--- src/rtl/addsub_cmp_pipe.sv ---
// addsub_cmp_pipe
//   Pipelined add / subtract / unsigned-LE / signed-LE unit. The carry chain
//   is broken into CHUNK-bit slices, one slice resolved per pipeline stage.
//   A single global advance signal gives a valid/ready handshake with full
//   backpressure: when the output is held, every stage holds.
//
// Ports
//   clk        in   rising-edge clock
//   rst_n      in   asynchronous active-low reset
//   in_valid   in   operand beat valid
//   in_ready   out  beat accepted this cycle (= advance)
//   mode       in   00 add, 01 sub, 10 unsigned A<=B, 11 signed A<=B
//   A, B       in   operands, WIDTH bits
//   out_valid  out  result valid
//   out_ready  in   downstream accepts result
//   S          out  arithmetic result, WIDTH+1 bits (0 for compares)
//   CO         out  compare result (0 for add/sub)
module addsub_cmp_pipe #(
  parameter int WIDTH = 16,
  parameter int CHUNK = 4
) (
  input  logic             clk,
  input  logic             rst_n,
  input  logic             in_valid,
  output logic             in_ready,
  input  logic [1:0]       mode,
  input  logic [WIDTH-1:0] A,
  input  logic [WIDTH-1:0] B,
  output logic             out_valid,
  input  logic             out_ready,
  output logic [WIDTH:0]   S,
  output logic             CO
);

  localparam int NSTAGES = (WIDTH + CHUNK - 1) / CHUNK;
  localparam logic [WIDTH:0] ONE = {{WIDTH{1'b0}}, 1'b1};

  // x/y are the already-conditioned addends (operand inversion done at
  // capture), sum collects resolved slices, c is the carry into the next
  // unresolved slice. sdiff remembers A[msb]^B[msb] for the signed compare.
  typedef struct packed {
    logic             v;
    logic [1:0]       mode;
    logic             sdiff;
    logic             c;
    logic [WIDTH-1:0] x;
    logic [WIDTH-1:0] y;
    logic [WIDTH-1:0] sum;
  } stage_t;

  // st_q[0] is the capture register; st_q[k+1] holds the beat after slice k
  // has been resolved, so st_q[NSTAGES] is the output register.
  stage_t st_q [0:NSTAGES];
  stage_t st_d [0:NSTAGES];

  logic advance;

  assign advance   = !st_q[NSTAGES].v | out_ready;
  assign in_ready  = advance;
  assign out_valid = st_q[NSTAGES].v;

  always_comb begin
    logic [WIDTH:0] m;
    logic [WIDTH:0] xs;
    logic [WIDTH:0] ys;
    logic [WIDTH:0] t;
    logic [WIDTH:0] tc;
    int             lo;
    int             sw;

    m  = '0;
    xs = '0;
    ys = '0;
    t  = '0;
    tc = '0;
    lo = 0;
    sw = 0;

    st_d[0]       = '0;
    st_d[0].v     = in_valid;
    st_d[0].mode  = mode;
    st_d[0].sdiff = A[WIDTH-1] ^ B[WIDTH-1];
    case (mode)
      2'b00: begin
        st_d[0].x = A;
        st_d[0].y = B;
        st_d[0].c = 1'b0;
      end
      2'b01: begin
        st_d[0].x = A;
        st_d[0].y = ~B;
        st_d[0].c = 1'b1;
      end
      default: begin
        // compares evaluate B - A so the carry-out means A <= B
        st_d[0].x = B;
        st_d[0].y = ~A;
        st_d[0].c = 1'b1;
      end
    endcase

    for (int k = 0; k < NSTAGES; k++) begin
      lo = k * CHUNK;
      sw = (WIDTH - lo < CHUNK) ? (WIDTH - lo) : CHUNK;
      m  = (ONE << sw) - ONE;
      xs = ({1'b0, st_q[k].x} >> lo) & m;
      ys = ({1'b0, st_q[k].y} >> lo) & m;
      t  = xs + ys + {{WIDTH{1'b0}}, st_q[k].c};
      tc = t >> sw;
      st_d[k+1]     = st_q[k];
      st_d[k+1].sum = (st_q[k].sum & ~(m[WIDTH-1:0] << lo))
                    | ((t[WIDTH-1:0] & m[WIDTH-1:0]) << lo);
      st_d[k+1].c   = tc[0];
    end
  end

  always_ff @(posedge clk or negedge rst_n) begin
    if (!rst_n) begin
      for (int i = 0; i <= NSTAGES; i++) begin
        st_q[i] <= '0;
      end
    end else if (advance) begin
      for (int i = 0; i <= NSTAGES; i++) begin
        st_q[i] <= st_d[i];
      end
    end
  end

  always_comb begin
    S  = '0;
    CO = 1'b0;
    if (st_q[NSTAGES].v) begin
      case (st_q[NSTAGES].mode)
        2'b00:   S  = {st_q[NSTAGES].c, st_q[NSTAGES].sum};
        // carry-out of A + ~B + 1 is "no borrow", so bit WIDTH is its inverse
        2'b01:   S  = {~st_q[NSTAGES].c, st_q[NSTAGES].sum};
        2'b10:   CO = st_q[NSTAGES].c;
        default: CO = st_q[NSTAGES].c ^ st_q[NSTAGES].sdiff;
      endcase
    end
  end

endmodule

--- config.mk ---
export PLATFORM = sky130hd
export DESIGN_NAME = addsub_cmp_pipe
export DESIGN_NICKNAME = d
export VERILOG_FILES = /design/src/rtl/addsub_cmp_pipe.sv
export SDC_FILE = /design/constraint.sdc
export NUM_CORES = 1
export LEC_CHECK = 0
export ABC_AREA = 1
export BUFFER_PORTS_ARGS = -buffer_cell sky130_fd_sc_hd__buf_2
export CAP_MARGIN = 5
export CORE_MARGIN = 8
export CORE_UTILIZATION = 54
export DETAILED_ROUTE_END_ITERATION = 6
export HOLD_SLACK_MARGIN = 0.12
export PLACE_DENSITY = 0.86
export SKIP_LAST_GASP = 1
export SYNTH_ARGS = -nofsm -noshare
export SYNTH_HDL_FRONTEND = slang
export SYNTH_SLANG_ARGS = --single-unit
--- constraint.sdc ---
create_clock -name clk -period 1.4 [get_ports clk]
set_input_delay 0.14 -clock clk [delete_from_list [all_inputs] [get_ports clk]]
set_output_delay 0.14 -clock clk [all_outputs]
set_load 0.01 [all_outputs]
==> impl_metrics.csv <==
group,metric,value,unit
drt,drc_errors,0,
grt,grt_pass1_wl,26900,um
timing,fin_crit,1.58,ns
timing,clock_skew,0.00980,ns
outcome,violations,"negative setup slack",
synthesis,ys_types,23,
timing,finalSetupViolations,40,
timing,max_slew.worst_pin.slew,0.506,ns
synthesis,yosysWarningCount,0,
synthesis,synth_top_cell_area_share,0.554,
placement,finalWeightedCongestion,0.795,
cells_and_area,final_cells,1064,
critical_path,cp.arrival,1.92,ns
timing,drv_slew,0,
drt,wl_per_cell,17.1,um
critical_path,crit_type,"register to register",
synthesis,synth.most_common_cell,"nand2_1",
timing,period_share,1.13,
placement,place_hpwl,8790,um
grt,grt_max_degree,52,
drt,routed_wl,18200,um
placement,io_buffers,57,
drt,vias,5876,
timing,rsz0062_at_grt,"true",
cts,cts_made_buffers,17,
cts,clkSlewWorstSetupHoldPaths,0.07,ns
cts,clk_path_buf_depth,2,
placement,place_area,7130,um^2
synthesis,synthArstFlopShare,1.00,
grt,grt_usage,0.208,
power,finalPower,20.9,mW
cells_and_area,final_area,8780,um^2
cts,cts.sinks,145,
critical_path,crit_path_end_kind,"register",
cells_and_area,syn_to_final_growth,34.1,%
synthesis,synth_flop_cell,"dfrtp_1",
timing,slew-limit-headroom,0.661,
timing,fin_ws,-0.176,ns
drt,vias_per_cell,5.52,
power,leakage,4.45,nW
grt,grt_pass1_vias,5627,
synthesis,syn_area_per_cell,8.39,um^2
critical_path,start_kind,"register",
drt,first_iter_violations,536,
die,dieArea,15900,um^2
timing,tns,-2.67,ns
cells_and_area,nFillCells,689,
die,core,11900,um^2
run,cap_viol_max_count,0,
synthesis,synth_cells,780,
outcome,status,"finished, violations left",
timing,timing.fmax,635,MHz
drt,ant_nets,0,
die,die_x,126,um
hold_path,hp-class,"input port to register",
critical_path,required,1.75,ns
cells_and_area,layout.nets,960,
power,powerDensity,2390,nW/um^2
synthesis,synth_top_area_cell,"dfrtp_1",
die,num_rows,40,
cts,insertion_delay,0.43,ns
grt,antenna_found_initial,1,
die,initial_core_util,0.550,
synthesis,synth_edf_count,0,
die,die_h,126,um
cts,cts_htree_levels,4,
synthesis,syn_nets,838,
placement,placed_cells,968,
synthesis,synthTopCellsByArea,"dfrtp_1 (55%), nand2_1 (16%), o21ai_0 (5.2%), a21oi_1 (4.4%), inv_1 (4.2%)",
cts,cts-root-buf,"clkbuf_16",
grt,grt_overflow,0,
timing,hold_viol_final,0,
synthesis,syn-cell-area,6550,um^2
critical_path,path_max_fanout,2,
drt,drtPass1Iterations,5,
placement,post-place-ws,-0.0917,ns
cts,cts_tree,"built",
synthesis,synth.ff_latch_count,145,
synthesis,ys_seq_area_frac,0.554,
power,peakVddDrop,1.16,mV
synthesis,synth_commonest_cells,"nand2_1 (275), dfrtp_1 (145), inv_1 (74), nor2_1 (70), o21ai_0 (68)",
die,pin_count,58,
cells_and_area,drive_above_1_share,0.204,
[registers in the layout (all words and copies together), names as in the netlist]
register	cells
out_valid	1
st_d	96
st_q	48
[timing repair]
item                                   4_1_cts  5_1_grt
setup endpoints to repair                   31       38
resized for setup                           15       68
pin swaps                                    7       14
endpoints found under the hold margin      177        0
hold buffers                                40        0
buffers inserted                             9       10
cloned                                       0        3
[metal layers]
layer | global-route usage | part of all wire
met1 | 0.250 | 0.39
met2 | 0.352 | 0.51
met3 | 0.0582 | 0.070
met4 | 0.0736 | 0.035
met5 | 0 | 0
[cell type report]
class | count | area (um^2) | share of cell area
repair buffers | 142 | 1340 | 0.153
flip-flops and latches | 145 | 3630 | 0.414
diodes | 2 | 5.00 | 0.000570
multi-input cells | 521 | 2640 | 0.301
clock buffers | 23 | 498 | 0.0567
well taps | 147 | 184 | 0.0210
clock inverters | 9 | 199 | 0.0227
inverters | 75 | 282 | 0.0321
[through the flow]
step	hold WS [ns]	utilization
final	0.168	0.737
after global placement	0.0846	0.598
after global routing	0.204	0.737
after floorplan	-0.156	-
after CTS	0.140	0.699
after detailed placement	0.0798	0.598
[where the power goes]
| group | internal (mW) | leakage, nW | switching [mW] |
|---|---|---|---|
| Sequential | 6.12 | 1.74 | 1.16 |
| Combinational | 3.53 | 2.37 | 4.81 |
| Clock | 3.58 | 0.343 | 1.74 |
| Total | 13.2 | 4.45 | 7.71 |
[worst paths after layout]
path	start	end	slack, ns	cells after the start
setup / recovery	st_d[142]	st_q[154]	-0.18	7
max in group asynchronous	rst_n	st_q[109]	0.59	3
hold / removal	mode[1]	st_d[193]	0.17	3
min in group asynchronous	rst_n	st_d[189]	0.20	2
setup reg to reg	st_d[142]	st_q[154]	-0.18	7
hold reg to reg	st_d[52]	out_valid	0.47	2
[worst max-delay path, stage by stage (launching register included)]
cell,delay (ns)
dfrtp_1,0.39
fa_2,0.23
inv_2,0.04
fa_2,0.33
or2_4,0.23
nand2_1,0.06
nand2_1,0.07
a21oi_2,0.16
[logic make-up (layout without fill, tap and decap cells)]
logic type	after synthesis	in the layout	share of synthesized area
adder cells (fa/ha/maj)	20	20	0.0474
XOR/XNOR	10	10	0.0134
buffers and inverters	114	249	0.0738
flip-flops	145	145	0.554
other	0	2	0
AND/OR/NAND/NOR	363	363	0.212
AO/OA/AOI/OAI	128	128	0.0988
[placed cells by master (no fill, tap or decap), drive strengths merged]
cell         netlist  layout
nor2              71      71
a211oi             1       1
nor3               1       1
nand3             13      13
dfrtp            145     145
o211ai             1       1
ha                12      12
nand2            276     276
a31oi              1       1
diode              0       2
xnor2              1       1
a21oi             57      57
bufinv             0       6
clkinv             0       3
buf               31      99
dlygate4sd3        0      40
inv               75      75
o21ai             68      68
fa                 8       8
clkbuf             8      26
or2                2       2
xor2               9       9
No activity file was read; power rests on OpenSTA's default activity.
